[src/rtl/sp_ram_port_ctrl_pkg.sv]
// sp_ram_ctrl_pkg: grant encoding and response-buffer sizing shared by the RAM port controller
package sp_ram_ctrl_pkg;
  typedef enum logic [1:0] {GNT_NONE = 2'd0, GNT_WR = 2'd1, GNT_RD = 2'd2} gnt_t;
  function automatic int rsp_depth(input int rd_latency);
    return rd_latency + 1;
  endfunction
endpackage

[src/rtl/sp_ram_port_ctrl_if.sv]
// sp_ram_port_ctrl_if: write, read-request and read-response streams of the RAM port controller
interface sp_ram_port_ctrl_if #(
  parameter int ADDR_WIDTH = 11,
  parameter int DATA_WIDTH = 16
);
  logic                  wr_valid, wr_ready;
  logic [ADDR_WIDTH-1:0] wr_addr;
  logic [DATA_WIDTH-1:0] wr_data;
  logic                  rd_req_valid, rd_req_ready;
  logic [ADDR_WIDTH-1:0] rd_req_addr;
  logic                  rd_rsp_valid, rd_rsp_ready;
  logic [DATA_WIDTH-1:0] rd_rsp_data;
  modport master (
    output wr_valid, wr_addr, wr_data, rd_req_valid, rd_req_addr, rd_rsp_ready,
    input  wr_ready, rd_req_ready, rd_rsp_valid, rd_rsp_data
  );
  modport slave (
    input  wr_valid, wr_addr, wr_data, rd_req_valid, rd_req_addr, rd_rsp_ready,
    output wr_ready, rd_req_ready, rd_rsp_valid, rd_rsp_data
  );
endinterface

[src/rtl/sp_ram_rsp_fifo.sv]
// sp_ram_rsp_fifo: first-word-fall-through response buffer with occupancy count
module sp_ram_rsp_fifo #(
  parameter int DEPTH = 2,
  parameter int DATA_WIDTH = 16,
  localparam int PW = DEPTH > 1 ? $clog2(DEPTH) : 1,
  localparam int CW = $clog2(DEPTH + 1)
) (
  input  logic                  clk,
  input  logic                  tb_rst,
  input  logic                  push,
  input  logic [DATA_WIDTH-1:0] push_data,
  input  logic                  pop,
  output logic [DATA_WIDTH-1:0] head,
  output logic                  empty,
  output logic                  full,
  output logic [CW-1:0]         count
);
  logic [DATA_WIDTH-1:0] mem [DEPTH];
  logic [PW-1:0] wr_ptr, rd_ptr;
  logic do_pop;
  function automatic logic [PW-1:0] nxt(input logic [PW-1:0] p);
    return p == PW'(DEPTH - 1) ? '0 : p + 1'b1;
  endfunction
  assign empty = count == '0;
  assign full = count == CW'(DEPTH);
  assign do_pop = pop & ~empty;
  assign head = empty ? '0 : mem[rd_ptr];
  always_ff @(posedge clk)
    if (push) mem[wr_ptr] <= push_data;
  always_ff @(posedge clk or posedge tb_rst)
    if (tb_rst) begin
      wr_ptr <= '0;
      rd_ptr <= '0;
      count <= '0;
    end else begin
      if (push) wr_ptr <= nxt(wr_ptr);
      if (do_pop) rd_ptr <= nxt(rd_ptr);
      count <= count + CW'(push) - CW'(do_pop);
    end
  a_no_overflow: assert property (@(posedge clk) disable iff (tb_rst) !(push && full));
endmodule

[src/rtl/sp_ram_port_ctrl.sv]
// sp_ram_port_ctrl: round-robin arbiter of a write and a read stream onto one RAM port,
// with credit-limited in-order read responses
module sp_ram_port_ctrl
  import sp_ram_ctrl_pkg::*;
#(
  parameter int ADDR_WIDTH = 11,
  parameter int DATA_WIDTH = 16,
  parameter int RD_LATENCY = 1
) (
  input  logic                  clk,
  input  logic                  tb_rst,
  sp_ram_port_ctrl_if.slave     bus,
  output logic [ADDR_WIDTH-1:0] ram_addr,
  output logic [DATA_WIDTH-1:0] ram_wr_data,
  output logic                  ram_wr_en,
  input  logic [DATA_WIDTH-1:0] ram_rd_data
);
  localparam int DEPTH = rsp_depth(RD_LATENCY);
  localparam int CW = $clog2(DEPTH + 1);
  gnt_t gnt, last_grant;
  logic [RD_LATENCY-1:0] pipe;
  logic [ADDR_WIDTH-1:0] addr_q;
  logic [CW-1:0] fifo_count;
  logic rd_ok, empty, full;
  // a pop in the same cycle is ignored on purpose: credits only return once the FIFO drains
  assign rd_ok = bus.rd_req_valid & (int'(fifo_count) + $countones(pipe) < DEPTH);
  always_comb
    gnt = tb_rst ? GNT_NONE :
          (bus.wr_valid & rd_ok) ? (last_grant == GNT_RD ? GNT_WR : GNT_RD) :
          bus.wr_valid ? GNT_WR :
          rd_ok ? GNT_RD : GNT_NONE;
  assign bus.wr_ready = gnt == GNT_WR;
  assign bus.rd_req_ready = gnt == GNT_RD;
  assign ram_wr_en = gnt == GNT_WR;
  assign ram_wr_data = bus.wr_data;
  assign ram_addr = gnt == GNT_WR ? bus.wr_addr : gnt == GNT_RD ? bus.rd_req_addr : addr_q;
  always_ff @(posedge clk or posedge tb_rst)
    if (tb_rst) begin
      last_grant <= GNT_RD;
      pipe <= '0;
      addr_q <= '0;
    end else begin
      if (gnt != GNT_NONE) begin
        last_grant <= gnt;
        addr_q <= ram_addr;
      end
      pipe <= RD_LATENCY'({pipe, gnt == GNT_RD});
    end
  sp_ram_rsp_fifo #(.DEPTH(DEPTH), .DATA_WIDTH(DATA_WIDTH)) u_fifo (
    .clk(clk),
    .tb_rst(tb_rst),
    .push(pipe[RD_LATENCY-1]),
    .push_data(ram_rd_data),
    .pop(bus.rd_rsp_valid & bus.rd_rsp_ready),
    .head(bus.rd_rsp_data),
    .empty(empty),
    .full(full),
    .count(fifo_count)
  );
  assign bus.rd_rsp_valid = ~empty;
endmodule

[src/flat_wrapper.sv]
// flat-port wrapper written by rule: the top's interface ports become plain ports
module sp_ram_port_ctrl_flat import sp_ram_ctrl_pkg::*;
#(
  parameter int ADDR_WIDTH = 11,
  parameter int DATA_WIDTH = 16,
  parameter int RD_LATENCY = 1
)
  (clk, tb_rst, ram_addr, ram_wr_data, ram_wr_en, ram_rd_data, bus_wr_valid, bus_wr_addr, bus_wr_data, bus_rd_req_valid, bus_rd_req_addr, bus_rd_rsp_ready, bus_wr_ready, bus_rd_req_ready, bus_rd_rsp_valid, bus_rd_rsp_data);
  sp_ram_port_ctrl_if #(.ADDR_WIDTH(ADDR_WIDTH), .DATA_WIDTH(DATA_WIDTH)) bus_i ();
  input  logic clk;
  input  logic tb_rst;
  output logic [ADDR_WIDTH-1:0] ram_addr;
  output logic [DATA_WIDTH-1:0] ram_wr_data;
  output logic ram_wr_en;
  input  logic [DATA_WIDTH-1:0] ram_rd_data;
  input wire logic [$bits(bus_i.wr_valid)-1:0] bus_wr_valid;
  input wire logic [$bits(bus_i.wr_addr)-1:0] bus_wr_addr;
  input wire logic [$bits(bus_i.wr_data)-1:0] bus_wr_data;
  input wire logic [$bits(bus_i.rd_req_valid)-1:0] bus_rd_req_valid;
  input wire logic [$bits(bus_i.rd_req_addr)-1:0] bus_rd_req_addr;
  input wire logic [$bits(bus_i.rd_rsp_ready)-1:0] bus_rd_rsp_ready;
  output wire logic [$bits(bus_i.wr_ready)-1:0] bus_wr_ready;
  output wire logic [$bits(bus_i.rd_req_ready)-1:0] bus_rd_req_ready;
  output wire logic [$bits(bus_i.rd_rsp_valid)-1:0] bus_rd_rsp_valid;
  output wire logic [$bits(bus_i.rd_rsp_data)-1:0] bus_rd_rsp_data;
  assign bus_i.wr_valid = bus_wr_valid;
  assign bus_i.wr_addr = bus_wr_addr;
  assign bus_i.wr_data = bus_wr_data;
  assign bus_i.rd_req_valid = bus_rd_req_valid;
  assign bus_i.rd_req_addr = bus_rd_req_addr;
  assign bus_i.rd_rsp_ready = bus_rd_rsp_ready;
  assign bus_wr_ready = bus_i.wr_ready;
  assign bus_rd_req_ready = bus_i.rd_req_ready;
  assign bus_rd_rsp_valid = bus_i.rd_rsp_valid;
  assign bus_rd_rsp_data = bus_i.rd_rsp_data;
  sp_ram_port_ctrl #(.ADDR_WIDTH(ADDR_WIDTH), .DATA_WIDTH(DATA_WIDTH), .RD_LATENCY(RD_LATENCY)) u_core (.clk(clk), .tb_rst(tb_rst), .bus(bus_i), .ram_addr(ram_addr), .ram_wr_data(ram_wr_data), .ram_wr_en(ram_wr_en), .ram_rd_data(ram_rd_data));
endmodule
[config.mk]
export PLATFORM = sky130hd
export DESIGN_NAME = sp_ram_port_ctrl_flat
export DESIGN_NICKNAME = d
export VERILOG_FILES = /design/src/rtl/sp_ram_port_ctrl_pkg.sv /design/src/rtl/sp_ram_port_ctrl_if.sv /design/src/rtl/sp_ram_rsp_fifo.sv /design/src/rtl/sp_ram_port_ctrl.sv /design/src/flat_wrapper.sv
export SDC_FILE = /design/constraint.sdc
export NUM_CORES = 1
export LEC_CHECK = 0
export ABC_AREA = 1
export CAP_MARGIN = 20
export CORE_MARGIN = 2
export CORE_UTILIZATION = 45
export DETAILED_ROUTE_END_ITERATION = 8
export HOLD_SLACK_MARGIN = 0.05
export PLACE_DENSITY_LB_ADDON = 0.3
export SLEW_MARGIN = 40
export SYNTH_ARGS = -nofsm -noshare
export SYNTH_HDL_FRONTEND = slang
export SYNTH_SLANG_ARGS = --single-unit
[constraint.sdc]
create_clock -name clk -period 3.7 [get_ports clk]
set_input_delay 0.74 -clock clk [delete_from_list [all_inputs] [get_ports clk]]
set_output_delay 0.74 -clock clk [all_outputs]
set_load 0.1 [all_outputs]
# == Yosys cells after proc, flatten, opt, wreduce, memory -nomap -nowiden ==
# Memory sizes are Yosys's and may differ from the RTL's.
# Cells that the tools add are included.
# totals
in_bits,59
n_memories,1
output_inout_bits,47
elab_cells,35
regBits,18
ramBits,32
# op_classes
mux,12
n_addsub,5
order_cmp,1
eq_ne,3
bitwise,5
n_reduce_logical,2
# mem_list
memory,depth,word_bits,read_ports,rd_ports_with_merged_regs,write_ports,line,source
u_core.u_fifo.mem,2,16,1,0,1,sp_ram_rsp_fifo.sv:18,logic [DATA_WIDTH-1:0] mem [DEPTH];
# op_table
cell,count
$lt A32 B3 Y1 const B,1
$mux W11,2
$mux W16,1
$mux W2,5
$and A1 B1 Y1,4
$eq A2 B2 Y1 const B,2
$mux W1,4
$add A2 B1 Y3,1
$add A1 B1 Y1 const B,2
$add A2 B1 Y2,1
$eq A2 B1 Y1 const B,1
$logic_not A2 Y1,1
$reduce_bool A2 Y1,1
$sub A2 B1 Y2,1
$not A1 Y1,1

# == Logic depth before layout (Yosys ltp) ==
# logic_depth
ltp_word,10
ltp_mapped,7

# == Cells and area by module ==
# From an unflattened synthesis, not the netlist that was laid out.
# hier_totals
cells_unflattened,235
area_unflattened_um2,2476.1
# by_module_without_submodules
module,cells_per_inst,area_per_inst_um2,n_inst
sp_ram_rsp_fifo,116,1500.2,1
sp_ram_port_ctrl,119,975.9,1

# == Worst setup path before layout ==
# No wires, ideal clock.
# synth_timing
path_type,input to output
startpoint,in tb_rst
endpoint,out ram_wr_en
path_slack_ns,0.716
cell_stages,7
t_arrival_ns,2.244
path_cell_list,inv_2 -> nand2_2 -> inv_2 -> buf_2 -> nand2_1 -> inv_1 -> buf_4
# synth_via
elab_chain_cells,2
# synth_lines
element,line,source
from (decl),flat_wrapper.sv:11,input logic tb_rst;
$mux W2,sp_ram_port_ctrl.sv:28,gnt = tb_rst ? GNT_NONE :
$eq A2 B1 Y1,-,
to (decl),flat_wrapper.sv:14,output logic ram_wr_en;
# No other way between the ends.

# == Worst setup path in the final report ==
# layout_timing
startpoint,in bus_wr_valid
endpoint,out ram_addr[2]
# layout_via
elab_chain_cells,6
elab_cells_between_ends,8
cone_classes,eq/ne (2); mux (5); bitwise (1)
# layout_lines
element,line,source
from (decl),flat_wrapper.sv:16,input wire logic [$bits(bus_i.wr_valid)-1:0] bus_wr_valid;
$mux W2 / $and A1 B1 Y1 (equally long branches),"sp_ram_port_ctrl.sv:30, sp_ram_port_ctrl.sv:29",
$mux W2 (*),sp_ram_port_ctrl.sv:29,(bus.wr_valid & rd_ok) ? (last_grant == GNT_RD ? GNT_WR : GNT_RD) :
$mux W2 (*),sp_ram_port_ctrl.sv:28,
$eq A2 B2 Y1,sp_ram_port_ctrl.sv:36,assign ram_addr = gnt == GNT_WR ? bus.wr_addr : gnt == GNT_RD ? bus.rd_req_addr : addr_q;
$mux W11,sp_ram_port_ctrl.sv:36,
$mux W11 (*),sp_ram_port_ctrl.sv:36,
to (decl),flat_wrapper.sv:12,output logic [ADDR_WIDTH-1:0] ram_addr;
# Every way passes the cells marked *; elsewhere a longest branch is shown, timed or not.

==> flow_summary.json <==
{
  "die_h_um": 77.4,
  "port_buffers": 73,
  "grtUsageMet2_pct": 28.8,
  "first_pass_iters": 4,
  "postRouteAntennaNets": 0,
  "hold_viol_final": 0,
  "cpMaxStageDelayCell": "clkdlybuf4s50_1",
  "p_leak_nw": 1.35,
  "slew_headroom_pct": 47.2,
  "core_area_mm2": 0.00514,
  "die-area_mm2": 0.00599,
  "vias_per_cell": 5.14,
  "register_area_mm2": 0.00141,
  "synth_compound_area_share_pct": 3.30,
  "cellPowerDensity_mw_per_mm2": 961,
  "yosysTopAreaCell": "edfxtp_1",
  "ys_seq_elements": 50,
  "netlist_top_cells_area": "edfxtp_1 40%, dfrtp_1 18%, nand3_1 8.3%",
  "start_util_pct": 47.2,
  "max_slew.worst_pin.slew_ns": 0.791,
  "drv_slew": 0,
  "grt_max_degree": 25,
  "num_vias": 1773,
  "use_met1_pct": 21.9,
  "worst_setup_path_start_kind": "input pin",
  "cp_cell_sequence": "clkdlybuf4s50_1, nand3_1, nand4_2, nand3_1, buf_12",
  "post_cts_buffers": 0,
  "clk_latency_ns": 0.29,
  "antenna_found_initial": 0,
  "peakVddDrop_v": 0.000515,
  "grt_util_all_layers_pct": 17.5,
  "max_stage_delay_ns": 0.51,
  "layout-drive-gt1-share_pct": 25.8,
  "fin_worst_skew_ns": 0.00267,
  "synth_cell_type_count": 21,
  "hold_class": "flop to flop",
  "arrival_ns": 2.44,
  "drt-wirelength-per-cell_um": 14.4,
  "ctsResizeCount": 0,
  "finalSetupTns_ns": 0,
  "power_frac_clock_pct": 9.6,
  "cap_violations": 0,
  "power_frac_comb_pct": 64.8,
  "cts_max_path_buffers": 2,
  "busiest_layer": "met2",
  "total_power_mw": 3.11,
  "fillers": 431,
  "hold_slack_ns": 0.502,
  "synth.area.mux_share_pct": 0,
  "rsz0062_at_grt": "false",
  "internal_power_mw": 1.34,
  "clkTransAtPathRegs_ns": 0.08,
  "critical_path_required_ns": 2.96,
  "ys_seq_area_share_pct": 58.2,
  "ios": 106,
  "synth_warnings": 0,
  "setup_viol": 0,
  "syn_avg_cell_area_um2": 11.0,
  "grt_pass1_wl_mm": 8.27,
  "critPathBufInv": 2,
  "synth_xor_area_share_pct": 1.44,
  "root_buffer": "clkbuf_8",
  "drc": 0,
  "clock.fmax_mhz": 314,
  "period_share_pct": 86.0,
  "cts_tree": "done",
  "yosys.area_share.simple_pct": 25.3,
  "syn-num-nets": 281,
  "power.switching_mw": 1.77,
  "syn_to_final_growth_pct": 33.4,
  "drt_iter0_markers": 97,
  "grt_overflow_total": 0,
  "numCtsBuffers": 5,
  "drt_wl_total_mm": 4.97,
  "min_period_ns": 3.18,
  "syn-instance-count": 220,
  "cp_max_fo": 12,
  "rows": 26,
  "pwr-share-seq_pct": 25.6,
  "path_delay_family": "simple AND/OR/NAND/NOR gates",
  "cpMostUsedCell": "nand3_1",
  "hold_buffers": 0,
  "n_antenna_cell": 0,
  "status": "completed",
  "place_congestion": 0.757,
  "synthesis.area_mm2": 0.00243,
  "synth_top_family_by_area": "simple AND/OR/NAND/NOR gates",
  "switching_share_pct": 56.8,
  "synthAdderAreaFrac_pct": 1.03,
  "path_class": "input pin to output pin",
  "fin_nets": 335,
  "grt_use_met3_pct": 4.88,
  "cts_sinks": 50,
  "hpwl_mm": 3.55,
  "multiInputGateArea_um2": 754,
  "worstSetupEndpointType": "output pin",
  "synth_top_area_share_pct": 39.6,
  "htreeDepth": 2,
  "die_w_um": 77.4,
  "first_global_vias": 1754
}
[cells by family (layout without fill, tap and decap cells)]
| logic type | Yosys count | after routing |
|---|---|---|
| flip-flops | 50 | 50 |
| AO/OA/AOI/OAI | 16 | 16 |
| XOR/XNOR | 4 | 4 |
| adder cells (fa/ha/maj) | 2 | 2 |
| buffers and inverters | 42 | 97 |
| AND/OR/NAND/NOR | 106 | 106 |
[per-stage QoR]
stage / cell area (um2) / utilization, % / instances / setup WS (ns)
finish: 3240 / 63.0 / 345 / 0.519
global route: 3240 / 63.0 / 345 / 0.358
CTS: 3240 / 63.0 / 345 / 0.486
detailed placement: 3150 / 61.3 / 337 / 0.457
global placement: 3150 / 61.3 / 337 / 0.519
floorplan: 2430 / - / 220 / 0.716
[power by group through the flow]
stage	Sequential, mW	Clock, mW	Combinational [mW]
2_1_floorplan	0.767	0	1.64
3_3_place_gp	0.804	0	2.01
3_5_place_dp	0.809	0	2.02
4_1_cts	0.796	0.305	2.03
5_1_grt	0.811	0.328	2.10
6_report	0.796	0.297	2.02
[routing by layer]
metal,vias to the layer above,share of wire (%)
met5,-,0
met4,0,1.3
met3,7,8.0
met2,70,49
met1,837,42
li1,859,-
[final timing paths]
kind | start | end | slack (ns) | cells after the start
worst max-delay path | bus_wr_valid | ram_addr[2] | 0.52 | 5
worst min-delay path | u_core.u_fifo.wr_ptr$_DFFE_PP0P_ | u_core.u_fifo.wr_ptr$_DFFE_PP0P_ | 0.50 | 1
worst max register to register | u_core.u_fifo.count[0]$_DFF_PP0_ | u_core.u_fifo.count[1]$_DFF_PP0_ | 1.53 | 7
worst min register to register | u_core.u_fifo.wr_ptr$_DFFE_PP0P_ | u_core.u_fifo.wr_ptr$_DFFE_PP0P_ | 0.50 | 1
max in group asynchronous | tb_rst | u_core.last_grant[1]$_DFFE_PP1P_ | 2.43 | 3
min in group asynchronous | tb_rst | u_core.addr_q[0]$_DFFE_PP0P_ | 0.66 | 2
[synth_stat cells]
cell      instances
dfstp_2           1
ha_1              2
buf_2             6
xor2_1            3
xnor2_1           1
nand2_1          37
dfrtp_1          17
a21oi_1          16
inv_2             6
buf_6             3
nand3_2          10
inv_1             8
nand4_2           9
edfxtp_1         32
nand2_2           3
nor2_2            2
nor2_4            1
nand4_1           2
buf_4            19
nor2_1            2
nand3_1          40
[final cells by class]
| cell class | count | area share, % |
|---|---|---|
| tap | 70 | 2.71 |
| timing repair buffer | 75 | 26.1 |
| inverter | 14 | 1.62 |
| sequential | 50 | 43.7 |
| clock buffer | 5 | 2.13 |
| multi-input combinational | 128 | 23.3 |
| clock inverter | 3 | 0.503 |
[worst register-to-register path, delay by kind of cell (launching register included)]
kind | cells | cell delay [ns]
and+or+nand+nor | 2 | 0.80
adders and majority gates | 2 | 0.50
xor gates and xnor gates | 2 | 0.34
buffers and inverters | 1 | 0.04
DFF | 1 | 0.42
[registers in the layout, indices dropped and copies added (netlist names)]
signal	cells
u_core.u_fifo.mem	32
u_core.addr_q	11
u_core.last_grant	2
u_core.u_fifo.count	2
u_core.pipe	1
u_core.u_fifo.rd_ptr	1
u_core.u_fifo.wr_ptr	1
[layout by cell type, fill, tap and decap left out]
| cell | count |
|---|---|
| clkdlybuf4s50_1 | 42 |
| nand3_1 | 40 |
| nand2_1 | 37 |
| edfxtp_1 | 32 |
| buf_4 | 19 |
| dfrtp_1 | 17 |
| a21oi_1 | 16 |
| buf_12 | 14 |
| nand3_2 | 10 |
| nand4_2 | 9 |
| inv_1 | 8 |
| inv_2 | 6 |
| clkbuf_8 | 5 |
| xor2_1 | 3 |
| nand2_2 | 3 |
| nor2_2 | 2 |
| nand4_1 | 2 |
| nor2_1 | 2 |
| ha_1 | 2 |
| clkinv_1 | 2 |
| nor2_4 | 1 |
| xnor2_1 | 1 |
| clkinv_4 | 1 |
| dfstp_2 | 1 |
(Power assumes the default switching activity.)
